==> src/rtl/ps2_pkg.sv <==
// Shared PS/2 definitions: host-transmit state encoding, frame geometry and
// the keyboard command/response byte values used by the host and receive paths.
package ps2_pkg;

    typedef enum logic [2:0] {
        ST_IDLE,
        ST_INHIBIT,
        ST_START,
        ST_SEND,
        ST_ACK,
        ST_WAIT_IDLE
    } state_t;

    localparam int FRAME_LEN = 11;

    localparam logic [7:0] CMD_SET_LEDS = 8'hED;
    localparam logic [7:0] CMD_ENABLE   = 8'hF4;
    localparam logic [7:0] CMD_DISABLE  = 8'hF5;
    localparam logic [7:0] CMD_RESET    = 8'hFF;
    localparam logic [7:0] CMD_RESEND   = 8'hFE;
    localparam logic [7:0] RSP_ACK      = 8'hFA;
    localparam logic [7:0] RSP_BAT      = 8'hAA;

    // Bits shifted out after the start bit: data LSB first, odd parity, stop.
    function automatic logic [9:0] make_frame(input logic [7:0] data);
        return {1'b1, ~^data, data};
    endfunction

endpackage

==> src/rtl/ps2_line_filter.sv <==
// Two-flop synchronizer followed by a run-length debounce: the output level
// follows the pin only after P_FILTER_LEN consecutive samples that disagree with it.
module ps2_line_filter #(
    parameter int P_FILTER_LEN = 8
) (
    input  logic i_clk,
    input  logic i_rst,
    input  logic i_line,
    output logic o_level
);

    localparam int CW = $clog2(P_FILTER_LEN + 1);

    logic [1:0]    r_sync;
    logic [CW-1:0] r_cnt;
    logic          r_level;

    always_ff @(posedge i_clk or posedge i_rst) begin
        if (i_rst) begin
            r_sync  <= 2'b11;
            r_cnt   <= '0;
            r_level <= 1'b1;
        end else begin
            r_sync <= {r_sync[0], i_line};
            if (r_sync[1] == r_level) begin
                r_cnt <= '0;
            end else if (r_cnt == CW'(P_FILTER_LEN - 1)) begin
                r_level <= r_sync[1];
                r_cnt   <= '0;
            end else begin
                r_cnt <= r_cnt + CW'(1);
            end
        end
    end

    assign o_level = r_level;

endmodule

==> src/rtl/ps2_host_tx.sv <==
// Host-to-device PS/2 command transmitter: inhibits the bus, sends one byte on
// device-generated clock falls, samples the device ACK and reports status.
module ps2_host_tx
    import ps2_pkg::*;
#(
    parameter int P_INHIBIT_CYCLES = 10000,
    parameter int P_TIMEOUT_CYCLES = 1500000,
    parameter int P_FILTER_LEN     = 8
) (
    input  logic       i_clk,
    input  logic       i_rst,
    input  logic       i_tx_valid,
    input  logic [7:0] i_tx_data,
    output logic       o_tx_ready,
    input  logic       i_ps2_clk,
    input  logic       i_ps2_data,
    output logic       o_ps2_clk_oe,
    output logic       o_ps2_data_oe,
    output logic       o_busy,
    output logic       o_done,
    output logic       o_ack_ok,
    output logic       o_err
);

    localparam int CNT_MAX = (P_TIMEOUT_CYCLES > P_INHIBIT_CYCLES) ? P_TIMEOUT_CYCLES : P_INHIBIT_CYCLES;
    localparam int CNT_W   = $clog2(CNT_MAX + 1);
    localparam logic [3:0] STOP_IDX = 4'(FRAME_LEN - 2);

    state_t             r_state, w_state_next;
    logic [9:0]         r_frame, w_frame_next;
    logic [3:0]         r_idx, w_idx_next, w_idx_inc;
    logic [CNT_W-1:0]   r_cnt, w_cnt_next;
    logic               r_clk_oe, w_clk_oe_next;
    logic               r_data_oe, w_data_oe_next;
    logic               r_done, w_done_next;
    logic               r_ack_ok, w_ack_ok_next;
    logic               r_err, w_err_next;
    logic               r_nack, w_nack_next;
    logic               r_clk_prev;
    logic               w_clk_filt, w_data_filt, w_fall, w_timeout;

    ps2_line_filter #(.P_FILTER_LEN(P_FILTER_LEN)) u_clk_filter (
        .i_clk   (i_clk),
        .i_rst   (i_rst),
        .i_line  (i_ps2_clk),
        .o_level (w_clk_filt)
    );

    ps2_line_filter #(.P_FILTER_LEN(P_FILTER_LEN)) u_data_filter (
        .i_clk   (i_clk),
        .i_rst   (i_rst),
        .i_line  (i_ps2_data),
        .o_level (w_data_filt)
    );

    assign w_fall    = r_clk_prev & ~w_clk_filt;
    assign w_timeout = (r_cnt == CNT_W'(P_TIMEOUT_CYCLES - 1));
    assign w_idx_inc = r_idx + 4'd1;

    always_ff @(posedge i_clk or posedge i_rst) begin
        if (i_rst) begin
            r_state    <= ST_IDLE;
            r_frame    <= '0;
            r_idx      <= '0;
            r_cnt      <= '0;
            r_clk_oe   <= 1'b0;
            r_data_oe  <= 1'b0;
            r_done     <= 1'b0;
            r_ack_ok   <= 1'b0;
            r_err      <= 1'b0;
            r_nack     <= 1'b0;
            r_clk_prev <= 1'b1;
        end else begin
            r_state    <= w_state_next;
            r_frame    <= w_frame_next;
            r_idx      <= w_idx_next;
            r_cnt      <= w_cnt_next;
            r_clk_oe   <= w_clk_oe_next;
            r_data_oe  <= w_data_oe_next;
            r_done     <= w_done_next;
            r_ack_ok   <= w_ack_ok_next;
            r_err      <= w_err_next;
            r_nack     <= w_nack_next;
            r_clk_prev <= w_clk_filt;
        end
    end

    always_comb begin
        w_state_next   = r_state;
        w_frame_next   = r_frame;
        w_idx_next     = r_idx;
        w_cnt_next     = r_cnt;
        w_clk_oe_next  = r_clk_oe;
        w_data_oe_next = r_data_oe;
        w_done_next    = 1'b0;
        w_ack_ok_next  = r_ack_ok;
        w_err_next     = r_err;
        w_nack_next    = r_nack;

        case (r_state)
            ST_IDLE: begin
                if (i_tx_valid) begin
                    w_frame_next  = make_frame(i_tx_data);
                    w_ack_ok_next = 1'b0;
                    w_err_next    = 1'b0;
                    w_nack_next   = 1'b0;
                    w_cnt_next    = '0;
                    w_clk_oe_next = 1'b1;
                    w_state_next  = ST_INHIBIT;
                end
            end
            ST_INHIBIT: begin
                if (r_cnt == CNT_W'(P_INHIBIT_CYCLES - 1)) begin
                    // Clock release and start bit happen on the same edge.
                    w_clk_oe_next  = 1'b0;
                    w_data_oe_next = 1'b1;
                    w_cnt_next     = '0;
                    w_idx_next     = '0;
                    w_state_next   = ST_START;
                end else begin
                    w_cnt_next = r_cnt + CNT_W'(1);
                end
            end
            ST_START, ST_SEND, ST_ACK, ST_WAIT_IDLE: begin
                w_cnt_next = r_cnt + CNT_W'(1);
                if (w_timeout) begin
                    w_clk_oe_next  = 1'b0;
                    w_data_oe_next = 1'b0;
                    w_err_next     = 1'b1;
                    w_ack_ok_next  = 1'b0;
                    w_done_next    = 1'b1;
                    w_state_next   = ST_IDLE;
                end else if (r_state == ST_START) begin
                    if (w_fall) begin
                        w_data_oe_next = ~r_frame[0];
                        w_state_next   = ST_SEND;
                    end
                end else if (r_state == ST_SEND) begin
                    if (w_fall) begin
                        w_idx_next     = w_idx_inc;
                        w_data_oe_next = ~r_frame[w_idx_inc];
                        if (w_idx_inc == STOP_IDX) begin
                            w_state_next = ST_ACK;
                        end
                    end
                end else if (r_state == ST_ACK) begin
                    if (w_fall) begin
                        w_ack_ok_next = ~w_data_filt;
                        w_nack_next   = w_data_filt;
                        w_state_next  = ST_WAIT_IDLE;
                    end
                end else if (w_clk_filt && w_data_filt) begin
                    w_done_next  = 1'b1;
                    w_err_next   = r_nack;
                    w_state_next = ST_IDLE;
                end
            end
            default: w_state_next = ST_IDLE;
        endcase
    end

    assign o_tx_ready    = (r_state == ST_IDLE);
    assign o_busy        = (r_state != ST_IDLE);
    assign o_ps2_clk_oe  = r_clk_oe;
    assign o_ps2_data_oe = r_data_oe;
    assign o_done        = r_done;
    assign o_ack_ok      = r_ack_ok;
    assign o_err         = r_err;

endmodule
==> config.mk <==
export PLATFORM = sky130hd
export DESIGN_NAME = ps2_host_tx
export DESIGN_NICKNAME = d
export VERILOG_FILES = /design/src/rtl/ps2_pkg.sv /design/src/rtl/ps2_line_filter.sv /design/src/rtl/ps2_host_tx.sv
export SDC_FILE = /design/constraint.sdc
export NUM_CORES = 1
export LEC_CHECK = 0
export ABC_AREA = 0
export CORE_ASPECT_RATIO = 1.4
export CORE_MARGIN = 2
export CORE_UTILIZATION = 55
export CTS_BUF_LIST = sky130_fd_sc_hd__clkbuf_16
export CTS_CLUSTER_DIAMETER = 60
export CTS_CLUSTER_SIZE = 25
export DETAILED_ROUTE_END_ITERATION = 12
export GPL_TIMING_DRIVEN = 0
export MAX_ROUTING_LAYER = met4
export PLACE_DENSITY = 0.75
export RECOVER_POWER = 25
export SLEW_MARGIN = 30
export SYNTH_ARGS = -nofsm -noshare
export SYNTH_HDL_FRONTEND = slang
export SYNTH_SLANG_ARGS = --single-unit
export TNS_END_PERCENT = 1
==> constraint.sdc <==
create_clock -name i_clk -period 2.53 [get_ports i_clk]
set_input_delay 0.6325 -clock i_clk [delete_from_list [all_inputs] [get_ports i_clk]]
set_output_delay 0.6325 -clock i_clk [all_outputs]
set_load 0.005 [all_outputs]
==> Word-level counts from Yosys, hierarchy flattened <==
Cells that the tools add are included.
{ "op_classes": {"n_addsub": 4, "n_lt_le_gt_ge": 1, "n_eq_ne": 33, "mux": 63, "n_bitwise": 7, "reduce_logical": 19} }
{ "ops": {"columns": ["operator", "count"], "rows": [
  ["$pmux W21 S3", 1],
  ["$mux W21", 2],
  ["$mux W4", 9],
  ["$mux W3", 11],
  ["$mux W1", 32],
  ["$add A21 B1 Y21 const B", 1],
  ["$eq A21 B14 Y1 const B", 1],
  ["$eq A21 B21 Y1 const B", 1],
  ["$ne A2 B2 Y1 const B", 9],
  ["$ne A3 B3 Y1 const B", 6],
  ["$reduce_and A6 Y1", 3],
  ["$ne A4 B4 Y1 const B", 4],
  ["$reduce_and A7 Y1", 2],
  ["$add A4 B1 Y4 const B", 3],
  ["$pmux W3 S3", 1],
  ["$eq A4 B3 Y1 const B", 2],
  ["$pmux W1 S2", 4],
  ["$pmux W4 S2", 1],
  ["$reduce_and A2 Y1", 4],
  ["$reduce_xnor A8 Y1", 1],
  ["$eq A3 B2 Y1 const B", 2],
  ["$eq A3 B3 Y1 const B", 2],
  ["$ne A6 B6 Y1 const B", 1],
  ["$not A1 Y1", 6],
  ["15 further kinds", 18]
]} }
{ "word_totals": {"regBits": 59, "inputBits": 13, "elab_cells": 144} }

==> Depth between registers and ports, before layout <==
{ "logic_depth": {"word_depth": 9, "depth_mapped": 9, "mapped_depth_nobuf": 8} }

==> Modules after synthesis <==
From an unflattened synthesis, not the netlist that was laid out.
{ "hier_totals": {"cells_unflattened": 328, "area_unflattened_um2": 3119.2} }
{ "modules_own_cells": {"columns": ["mod", "instances", "cells_per_inst", "area_each_um2", "seq_area_each_um2"], "rows": [
  ["ps2_host_tx", 1, 288, 2551.2, 1127.3],
  ["ps2_line_filter", 2, 20, 284.0, 178.9]
]} }

==> Worst setup path before layout <==
No wires, ideal clock.
{ "synth_path": {"path_type": "register to register", "start": "reg r_idx[1]", "end": "reg r_data_oe, in the netlist o_ps2_data_oe", "t_arrival_ns": 1.854, "t_required_ns": 2.405, "setup_slack_ns": 0.551, "path_stages_with_launch": 9, "period_less_slack_ns": 1.979, "path_cell_list": "dfrtp_1 ha_1 clkbuf_1 or2_2 o21ai_0 a22oi_1 o31ai_1 o22ai_1 mux2_2"} }
{ "synth_via": {"elab_chain_len": 9} }
{ "synth_lines": {"columns": ["element", "line", "rtl"], "rows": [
  ["from (decl)", "ps2_host_tx.sv:31", "logic [3:0] r_idx, w_idx_next, w_idx_inc;"],
  ["from (signal assigned)", "ps2_host_tx.sv:76", "r_idx <= w_idx_next;"],
  ["$add A4 B1 Y4", "ps2_host_tx.sv:58", "assign w_idx_inc = r_idx + 4'd1;"],
  ["$bmux W1 S4", "ps2_host_tx.sv:141", "w_data_oe_next = ~r_frame[w_idx_inc];"],
  ["$mux W1 (implied by the code)", "ps2_host_tx.sv:141", null],
  ["$not A1 Y1", "ps2_host_tx.sv:141", null],
  ["$mux W1", "ps2_host_tx.sv:139", "if (w_fall) begin"],
  ["$mux W1", "ps2_host_tx.sv:138", "end else if (r_state == ST_SEND) begin"],
  ["$mux W1", "ps2_host_tx.sv:133", "end else if (r_state == ST_START) begin"],
  ["$mux W1", "ps2_host_tx.sv:126", "if (w_timeout) begin"],
  ["$pmux W1 S2", "ps2_host_tx.sv:100", "case (r_state)"],
  ["to (signal assigned)", "ps2_host_tx.sv:79", "r_data_oe <= w_data_oe_next;"],
  ["to (decl)", "ps2_host_tx.sv:34", "logic r_data_oe, w_data_oe_next;"]
]} }
Every way passes these cells. The select of a mux whose other input is x is not followed.
A chain may end at the register's enable or synchronous reset.

==> Final worst setup path <==
{ "layout_path": {"start": "reg r_state[1]", "end": "out o_tx_ready"} }
{ "layout_via": {"elab_chain_len": 1} }
{ "layout_lines": {"columns": ["element", "line", "rtl"], "rows": [
  ["from (decl)", "ps2_host_tx.sv:29", "state_t r_state, w_state_next;"],
  ["from (signal assigned)", "ps2_host_tx.sv:74", "r_state <= w_state_next;"],
  ["$logic_not A3 Y1", "ps2_host_tx.sv:162", "assign o_tx_ready = (r_state == ST_IDLE);"],
  ["to (decl)", "ps2_host_tx.sv:14", "output logic o_tx_ready,"]
]} }
Every way passes these cells.

==> summary.txt <==
category of cells accounting for the largest share of critical-path delay = buffers and inverters
count of flip-flops with a built-in enable after synthesis = 0
I/O pin cnt = 20
Die Outline Area = 6480 µm²
clock buffer count from CTS = 9
Peak Freq = 0.410 GHz
destination of the worst hold path = u_clk_filter.r_sync[1]
RePlAce Congestion = 0.886
total wirelength of the detailed-routed design = 6880 µm
hold wc startpoint = u_clk_filter.r_sync[0]
endpoint of the worst register-to-register path = o_ps2_data_oe
result of the run = complete, no violations
part of the Yosys area used for sequential elements = 0.462
ratio of cells with drive above 1 in the final layout = 0.105
setup slack, reg-to-reg = 230 ps
pin count of the biggest net entering global routing = 32
startpoint of the worst-slack reg-to-reg timing path = r_cnt[5]
number of DRC markers in iteration 0 = 173
number of distinct standard cells referenced by the synthesized netlist = 51
num rows = 32
Syn. warnings = 0
routed length per instance = 15.4 µm
overflow left after global routing = 0
worst path bufs/invs = 2
type of the worst setup path = flop to output pin
total number of nets in the final design = 393
synthesized netlist cell count = 344
Diodes inserted = 0
Skew-Pair Late Insertion Delay = 320 ps
clock tree sinks = 59
total of buffers placed on input and output ports = 19
number of fillers in the final layout = 441
post-synthesis instance area = 3210 µm²
routed wire length on met2 = 3640 µm
net count of the mapped netlist = 362
Starting Density = 0.577
Avg Vias per Cell = 5.90
number of iterations in the first detailed-routing pass = 4
pwr/cell area = 980 nW/µm²
number of H-tree branching levels = 3
area overhead of the layout relative to synthesis = 17.3%
cell chain of the critical path = buf_2 > nor3_2 > clkdlybuf4s50_1
class of the tightest hold or removal check = flop to flop
critical path data arrival time = 1800 ps
HPWL after detailed placement = 4990 µm
vias after detailed routing = 2643
CP required = 1900 ps
cell with the largest stage delay on the worst path = sky130_fd_sc_hd__clkdlybuf4s50_1
instance count on the critical path = 3
leakage power figure = 1.61 nW
via count of the first global-routing pass = 2620
final setup violating endpoints = 0
minimum clock period = 2440 ps
FF-to-FF path depth = 7
most area-consuming cells after synthesis = sky130_fd_sc_hd__dfrtp_1 40%, sky130_fd_sc_hd__xnor2_1 6.0%, sky130_fd_sc_hd__nand2_1 5.8%
top fanout value on the critical path = 10
synthesized area per cell = 9.34 µm²
launching element type of the critical path = flop
Synth Flop Type = sky130_fd_sc_hd__dfrtp_1
buffers inserted during post-CTS setup optimization = 0
Final WS setup = 93.3 ps
launching instance or port of the critical path = r_state[1]
type of element capturing the critical path = output pin
Core Region = 5570 µm²
Root Buffer = sky130_fd_sc_hd__clkbuf_16
Fin. Hold Viols = 0
routed length on met1 = 2840 µm
final max-slew violation count = 0
global-route wire length before repair = 11600 µm
final hold slack = 355 ps
cell taking the most area after synthesis = sky130_fd_sc_hd__dfrtp_1
area share of the largest cell type after synthesis = 0.405
slowest cell delay on critical path = 540 ps
Worst-Margin Slew = 1260 ps
reported max-cap violation count = 0
global-route total usage across every layer = 0.245
antenna violations before repair = 0
headroom to the max-slew limit = 0.153
WHS Path Cells = 0
total met3 wirelength after detailed routing = 255 µm
uppermost routed layer = met4
ANT nets after route = 0
CTS clock-pin slew for the worst setup and hold paths = 50 ps
DRC errors left = 0
TritonCTS clock tree = built
number of hold-repair buffers added at the cts stage = 0
Max clock buf depth = 2
setup repair after global routing missed its margin = false
skew final = 5.90 ps
FF+latch count, synth = 59
worst vdd rail ir drop = 0.620 mV
Die Height = 94.4 µm
part of the cycle the worst path needs = 0.963
Layout Utilization = 0.677
Die X-Extent = 68.6 µm
Setup WS pre-CTS = -159 ps
share of synthesized flip-flops with an asynchronous set or reset = 1.00
state kept, by name, summed over array words and instances, names as in the netlist:
signal / flops
u_data_filter.r_sync: 2
o_ps2_clk_oe: 1
u_data_filter.o_level: 1
u_data_filter.r_cnt: 4
r_clk_prev: 1
u_clk_filter.r_sync: 2
o_ack_ok: 1
r_idx: 4
u_clk_filter.o_level: 1
r_state: 3
o_err: 1
u_clk_filter.r_cnt: 4
o_done: 1
r_cnt: 21
r_nack: 1
o_ps2_data_oe: 1
r_frame: 10
cells in the final DEF (no fill, tap or decap), types with 4 or more instances in the layout:
cell	n
sky130_fd_sc_hd__a21oi_1	12
sky130_fd_sc_hd__nor2_1	44
sky130_fd_sc_hd__dfrtp_1	52
sky130_fd_sc_hd__clkbuf_1	5
sky130_fd_sc_hd__xor2_1	5
sky130_fd_sc_hd__buf_2	5
sky130_fd_sc_hd__o21ai_0	19
sky130_fd_sc_hd__o22ai_1	4
sky130_fd_sc_hd__o31ai_1	5
sky130_fd_sc_hd__nor3_1	10
sky130_fd_sc_hd__mux4_2	4
sky130_fd_sc_hd__inv_1	13
sky130_fd_sc_hd__clkbuf_16	9
sky130_fd_sc_hd__dfstp_2	6
sky130_fd_sc_hd__mux2i_1	4
sky130_fd_sc_hd__nand3_1	15
sky130_fd_sc_hd__xnor2_1	22
sky130_fd_sc_hd__clkdlybuf4s50_1	16
sky130_fd_sc_hd__nand2b_1	5
sky130_fd_sc_hd__nand4_1	4
sky130_fd_sc_hd__nand2_1	50
sky130_fd_sc_hd__ha_1	5
through the flow:
stage,std cells,area [µm²],setup TNS [ps],power [mW]
after floorplan,344,3210,0,2.31
after global placement,431,3490,-30670,2.60
after detailed placement,432,3510,-884,2.67
after CTS,448,3770,0,3.71
after global routing,448,3770,0,3.93
final,448,3770,0,3.69
worst max path at each step:
stage	to	slack, ps
finish	o_tx_ready	90
global route	o_busy	8
CTS	o_tx_ready	100
detailed placement	r_cnt[19]	-160
global placement	r_cnt[18]	-570
floorplan	o_ack_ok	450
power breakdown:
| part | switching [mW] | internal, mW |
|---|---|---|
| clock network | 0.389 | 0.638 |
| logic | 0.653 | 0.556 |
| registers | 0.233 | 1.23 |
| total | 1.27 | 2.42 |
logic make-up (layout without fill, tap and decap cells):
logic type | count (synthesis) | count (layout) | share of synthesized area
fa+ha+maj | 6 | 6 | 0.0226
simple gates | 161 | 161 | 0.246
buf+inv | 25 | 61 | 0.0327
mux | 11 | 11 | 0.0510
flops | 59 | 59 | 0.462
compound gates | 55 | 55 | 0.112
xor+xnor | 27 | 27 | 0.0736
synth_stat cells (all sizes together), types with 5 or more instances:
master and number:
a21oi 12, nand3 15, nand4 5, dfstp 7
xor2 5, clkbuf 6, nand2 50, ha 5
nor2 44, nand2b 5, buf 7, dfrtp 52
o31ai 5, xnor2 22, inv 12, o21ai 19
nor3 12
final cells by class:
cell class	instances	area (µm²)	area share
plain buffers	13	60.1	0.0159
clock buffers	9	225	0.0598
clock inverters	7	28.8	0.00764
inverters	12	46.3	0.0123
multi-input cells	260	1630	0.432
flip-flops and latches	59	1490	0.394
well taps	68	85.1	0.0226
repair buffers	20	210	0.0558
timing repair:
item	CTS	global route
endpoints found under the setup margin	2	0
endpoints found under the hold margin	0	0
resized for setup	1	0
metal layers:
layer / track usage / vias up
met1: 0.271 / 1292
li1: - / 1270
met3: 0.0536 / 14
met4: 0.102 / 0
met2: 0.417 / 67
met5: - / -
Power figures use the tool's default switching activity.
